$ cat src/rtl/pe_mac_sequencer.sv
// Drives one registered signed MAC PE through an L-beat dot product.
// Takes a (length, bias) command and returns the final sum on a valid/ready result port.
module pe_mac_sequencer #(
  parameter int unsigned DATA_WIDTH = 8,
  parameter int unsigned ACC_WIDTH  = 32,
  parameter int unsigned LEN_WIDTH  = 16
) (
  input  logic                  clk,
  input  logic                  rst_n,
  input  logic                  cmd_valid,
  output logic                  cmd_ready,
  input  logic [LEN_WIDTH-1:0]  cmd_len,
  input  logic [ACC_WIDTH-1:0]  cmd_bias,
  input  logic                  op_valid,
  output logic                  op_ready,
  input  logic [DATA_WIDTH-1:0] op_a,
  input  logic [DATA_WIDTH-1:0] op_b,
  output logic [DATA_WIDTH-1:0] pe_a,
  output logic [DATA_WIDTH-1:0] pe_b,
  output logic [ACC_WIDTH-1:0]  pe_c,
  output logic                  pe_valid,
  input  logic [ACC_WIDTH-1:0]  pe_d,
  input  logic                  pe_dvalid,
  output logic                  res_valid,
  input  logic                  res_ready,
  output logic [ACC_WIDTH-1:0]  res_data,
  output logic                  busy
);

  typedef enum logic [1:0] {
    S_IDLE  = 2'd0,
    S_RUN   = 2'd1,
    S_DRAIN = 2'd2,
    S_DONE  = 2'd3
  } state_e;

  state_e                 state_q, state_d;
  logic [LEN_WIDTH-1:0]   remaining_q, remaining_d;
  logic                   first_q, first_d;
  logic [ACC_WIDTH-1:0]   bias_q, bias_d;
  logic [ACC_WIDTH-1:0]   res_data_q, res_data_d;
  logic                   res_valid_q, res_valid_d;
  logic                   busy_q, busy_d;

  // Handshake readiness is a pure decode of the state register.
  assign cmd_ready = (state_q == S_IDLE);
  assign op_ready  = (state_q == S_RUN);

  // The PE register holds the running sum, so only the first beat injects the bias.
  assign pe_valid = op_ready & op_valid;
  assign pe_a     = pe_valid ? op_a : DATA_WIDTH'(0);
  assign pe_b     = pe_valid ? op_b : DATA_WIDTH'(0);
  assign pe_c     = pe_valid ? (first_q ? bias_q : pe_d) : ACC_WIDTH'(0);

  assign res_valid = res_valid_q;
  assign res_data  = res_data_q;
  assign busy      = busy_q;

  always_ff @(posedge clk or negedge rst_n) begin
    if (!rst_n) begin
      state_q     <= S_IDLE;
      remaining_q <= '0;
      first_q     <= 1'b0;
      bias_q      <= '0;
      res_data_q  <= '0;
      res_valid_q <= 1'b0;
      busy_q      <= 1'b0;
    end else begin
      state_q     <= state_d;
      remaining_q <= remaining_d;
      first_q     <= first_d;
      bias_q      <= bias_d;
      res_data_q  <= res_data_d;
      res_valid_q <= res_valid_d;
      busy_q      <= busy_d;
    end
  end

  always_comb begin
    state_d     = state_q;
    remaining_d = remaining_q;
    first_d     = first_q;
    bias_d      = bias_q;
    res_data_d  = res_data_q;
    res_valid_d = res_valid_q;
    busy_d      = busy_q;

    unique case (state_q)
      S_IDLE: begin
        if (cmd_valid) begin
          bias_d      = cmd_bias;
          remaining_d = cmd_len;
          first_d     = 1'b1;
          busy_d      = 1'b1;
          // A zero-length command never touches the PE; the bias is the result.
          if (cmd_len == LEN_WIDTH'(0)) begin
            state_d     = S_DONE;
            res_data_d  = cmd_bias;
            res_valid_d = 1'b1;
          end else begin
            state_d = S_RUN;
          end
        end
      end
      S_RUN: begin
        if (op_valid) begin
          remaining_d = remaining_q - LEN_WIDTH'(1);
          first_d     = 1'b0;
          if (remaining_q == LEN_WIDTH'(1)) begin
            state_d = S_DRAIN;
          end
        end
      end
      S_DRAIN: begin
        res_data_d  = pe_d;
        res_valid_d = 1'b1;
        state_d     = S_DONE;
      end
      S_DONE: begin
        if (res_ready) begin
          res_valid_d = 1'b0;
          busy_d      = 1'b0;
          state_d     = S_IDLE;
        end
      end
      default: state_d = S_IDLE;
    endcase
  end

  // The last beat must have landed in the PE by the drain cycle.
  a_drain_pe_valid: assert property (@(posedge clk) disable iff (!rst_n)
    (state_q == S_DRAIN) |-> pe_dvalid);

endmodule

$ cat config.mk
export PLATFORM = sky130hd
export DESIGN_NAME = pe_mac_sequencer
export DESIGN_NICKNAME = d
export VERILOG_FILES = /design/src/rtl/pe_mac_sequencer.sv
export SDC_FILE = /design/constraint.sdc
export NUM_CORES = 1
export LEC_CHECK = 0
export BUFFER_PORTS_ARGS = -buffer_cell sky130_fd_sc_hd__buf_2
export CAP_MARGIN = 20
export CORE_UTILIZATION = 45
export DETAILED_ROUTE_END_ITERATION = 10
export GPL_ROUTABILITY_DRIVEN = 0
export PLACE_DENSITY = 0.78
export SYNTH_ARGS = -nofsm -noshare
export SYNTH_HDL_FRONTEND = slang
export SYNTH_SLANG_ARGS = --single-unit
$ cat constraint.sdc
create_clock -name clk -period 1.9 [get_ports clk]
set_clock_uncertainty 0.05 [all_clocks]
set_input_delay 0.285 -clock clk [delete_from_list [all_inputs] [get_ports clk]]
set_output_delay 0.285 -clock clk [all_outputs]
set_load 0.01 [all_outputs]
==> results.md <==
- Slew of the pin with the lowest slew margin: 0.5638 ns
- Iter 0 DRT Violations: 252
- Max Freq: 504.0 MHz
- Status: finished, violations left
- WL per Instance: 18.25 um
- P_sw: 4.753 mW
- Pre-antenna DRT Iters: 6
- Period utilization: 104.4%
- Antenna diodes: 0
- Initial antenna violation count: 0
- Final worst slack: -0.08432 ns
- CTS H-tree lvls: 3
- Worst hold path class: primary input to flip-flop
- DIE WIDTH: 105.1 um
- Post-synthesis cell type count: 43
- Total of max-cap violations: 0
- Leak Pwr: 3.428 nW
- Share of cells above drive strength 1: 63.50%
- Fin nets: 778
- Post-DP HPWL: 9.560 mm
- Port Buffer Count: 185
- Yosys warning total: 0
- Worst setup EP type: primary output
- Sequential fraction of design power: 27.7%
- Dpl ws: -0.1922 ns
- Pwr dens: 1697 nW/um^2
- Slew Limit Headroom: 62.06%
- Async set-reset flop share out of synthesis: 100.0%
- Global-route usage over all layers: 25.99%
- Clock network power share: 10.9%
- Minimum clock period: 1.984 ns
- Core ar.: 10320 um^2
- Pins Over Slew Limit: 0
- Violated checks: negative setup slack
- Routed WL: 14.78 mm
- Synthesized flop and latch total: 85
- Global-route wire length before repair: 22.37 mm
- Clk_lat worst skew: 0.36 ns
- Commonest non-fill, non-tap cells in the layout: buf_2, mux2_2, dfrtp_1
- FP Rows: 37
- CTS clk-pin slew, worst paths: 0.09 ns
- Startpoint types: flip-flop
- Via count: 4498
- Top-Level Pins: 187
- EDFF count, synth: 0
- Int Pwr: 7.511 mW
- Clock sinks: 85
- Root buffer cell: clkbuf_8
- DRC Markers: 0
- Die area: 11040 um^2
- Total grt overflow: 0
- Worst endpoint required time: 1.56 ns
- Setup CP Type: flip-flop to primary output
- Total Neg Setup Slack: -1.536 ns
- Sequential fraction of the synthesis area: 44.48%
- Post-route ant nets: 0
- Largest net degree at the start of global routing: 43
- Initial Util: 46.32%
- Combinational cell fraction of total power: 61.4%
- Sw Ratio: 38.76%
- Final Hold Vio Count: 0
- Layout area overhead: 51.13%
- Syn_nets: 542
- CTS tree: yes
- Worst VDD drop: 0.0009244 V
- RSZ-0062 raised after global routing: yes
- Most common cell after layout, fill and taps aside: buf_2
- Post-synthesis cell count: 434
- Worst EP arrival: 1.65 ns
- Mapped cell area: 4782 um^2
- Die Y-Extent: 105.1 um
- Vias in the first global route: 4539
- Finish-stage setup viols: 57
- Clk buf depth: 2
- Mean Syn Cell Area: 11.02 um^2
- Num CTS Buffers: 9
- Worst-path maximum fanout: 5
- Vias per cell: 5.553
- Post-synth top flop: dfrtp_1
- Pwr Total: 12.26 mW
-- cell families after synthesis --
logic type,synth area share (%)
mux,31.03
flops,44.48
fa+ha+maj,1.570
compound gates,6.332
simple gates,13.16
buf+inv,3.428
-- worst paths after layout --
path                                   to  slack, ns          from  cells past startpoint
setup / recovery                  pe_c[0]      -0.08    state_q[1]                      7
hold / removal                  bias_q[7]       0.12   cmd_bias[7]                      2
setup reg to reg           remaining_q[5]      -0.06    state_q[1]                      8
hold reg to reg              res_data[27]       0.46  res_data[27]                      1
max in group asynchronous    res_data[28]       0.91         rst_n                      3
min in group asynchronous         first_q       0.30         rst_n                      2
-- Yosys cell counts (all sizes together), types with 3 or more instances --
cell	number	area [um^2]
and3	17	106.4
nand4	8	50.05
a21oi	15	75.07
mux2	98	1104
ha	6	75.07
buf	11	47.54
nor2b	4	25.02
nand3	8	40.04
o21ai	6	30.03
nor3	5	25.02
dfrtp	85	2127
inv	10	37.54
nor4	10	68.81
mux2i	38	380.4
nand2	13	51.30
nor2	40	150.1
or4	4	37.53
clkbuf	21	78.83
o22ai	9	56.30
o311ai	3	33.79
-- power by group through the flow --
stage               Combinational [mW]  Clock [mW]  Sequential, mW
floorplan                         3.71           0            3.46
global placement                  5.82           0            3.31
detailed placement                6.02           0            3.37
CTS                               6.81        1.34            3.35
global route                      8.05        1.40            3.50
finish                            7.53        1.34            3.40
-- per-stage QoR --
stage | cells | area [um^2] | hold slack, ns | util, %
global route | 810 | 7227 | 0.1093 | 70.00
detailed placement | 778 | 6305 | 0.1513 | 61.07
CTS | 807 | 6842 | 0.1075 | 66.27
global placement | 778 | 6305 | 0.1492 | 61.07
floorplan | 434 | 4850 | -0.06059 | -
finish | 810 | 7227 | 0.1154 | 70.00
-- registers in the layout, summed over array words and instances (netlist names) --
register and flops:
bias_q 32, busy 1, first_q 1, remaining_q 16
res_data 32, res_valid 1, state_q 2
-- timing repair --
item | in CTS | in global routing
pin swaps | 11 | 14
gates resized for setup | 26 | 67
gates cloned | 5 | 3
setup buffers | 8 | 0
hold buffers | 1 | 0
hold endpoints to repair | 21 | 0
endpoints found under the setup margin | 56 | 99
-- worst max-delay path, stage by stage, from the launching register on --
cell and delay (ns):
dfrtp_1 0.39, inv_2 0.09, ha_4 0.16, buf_12 0.12, nand2_8 0.09, clkbuf_16 0.19
nor2_2 0.11, buf_2 0.13
-- per-layer routing --
layer | vias up | GRT usage, % | routed length, um
met5 | - | 0 | 0
met4 | 0 | 11.87 | 415
met3 | 30 | 5.739 | 1087
met2 | 211 | 44.42 | 7539
met1 | 2194 | 31.21 | 5740
li1 | 2063 | - | -
-- final cells by class --
cell class | count | area (um^2)
timing repair buffer | 257 | 1866
inverter | 10 | 42.54
tap | 136 | 170.2
multi-input combinational | 307 | 2821
fill | 729 | 3097
clock buffer | 11 | 151.4
clock inverter | 4 | 47.55
sequential | 85 | 2128
Note: power is estimated with default switching activity, not from simulation.
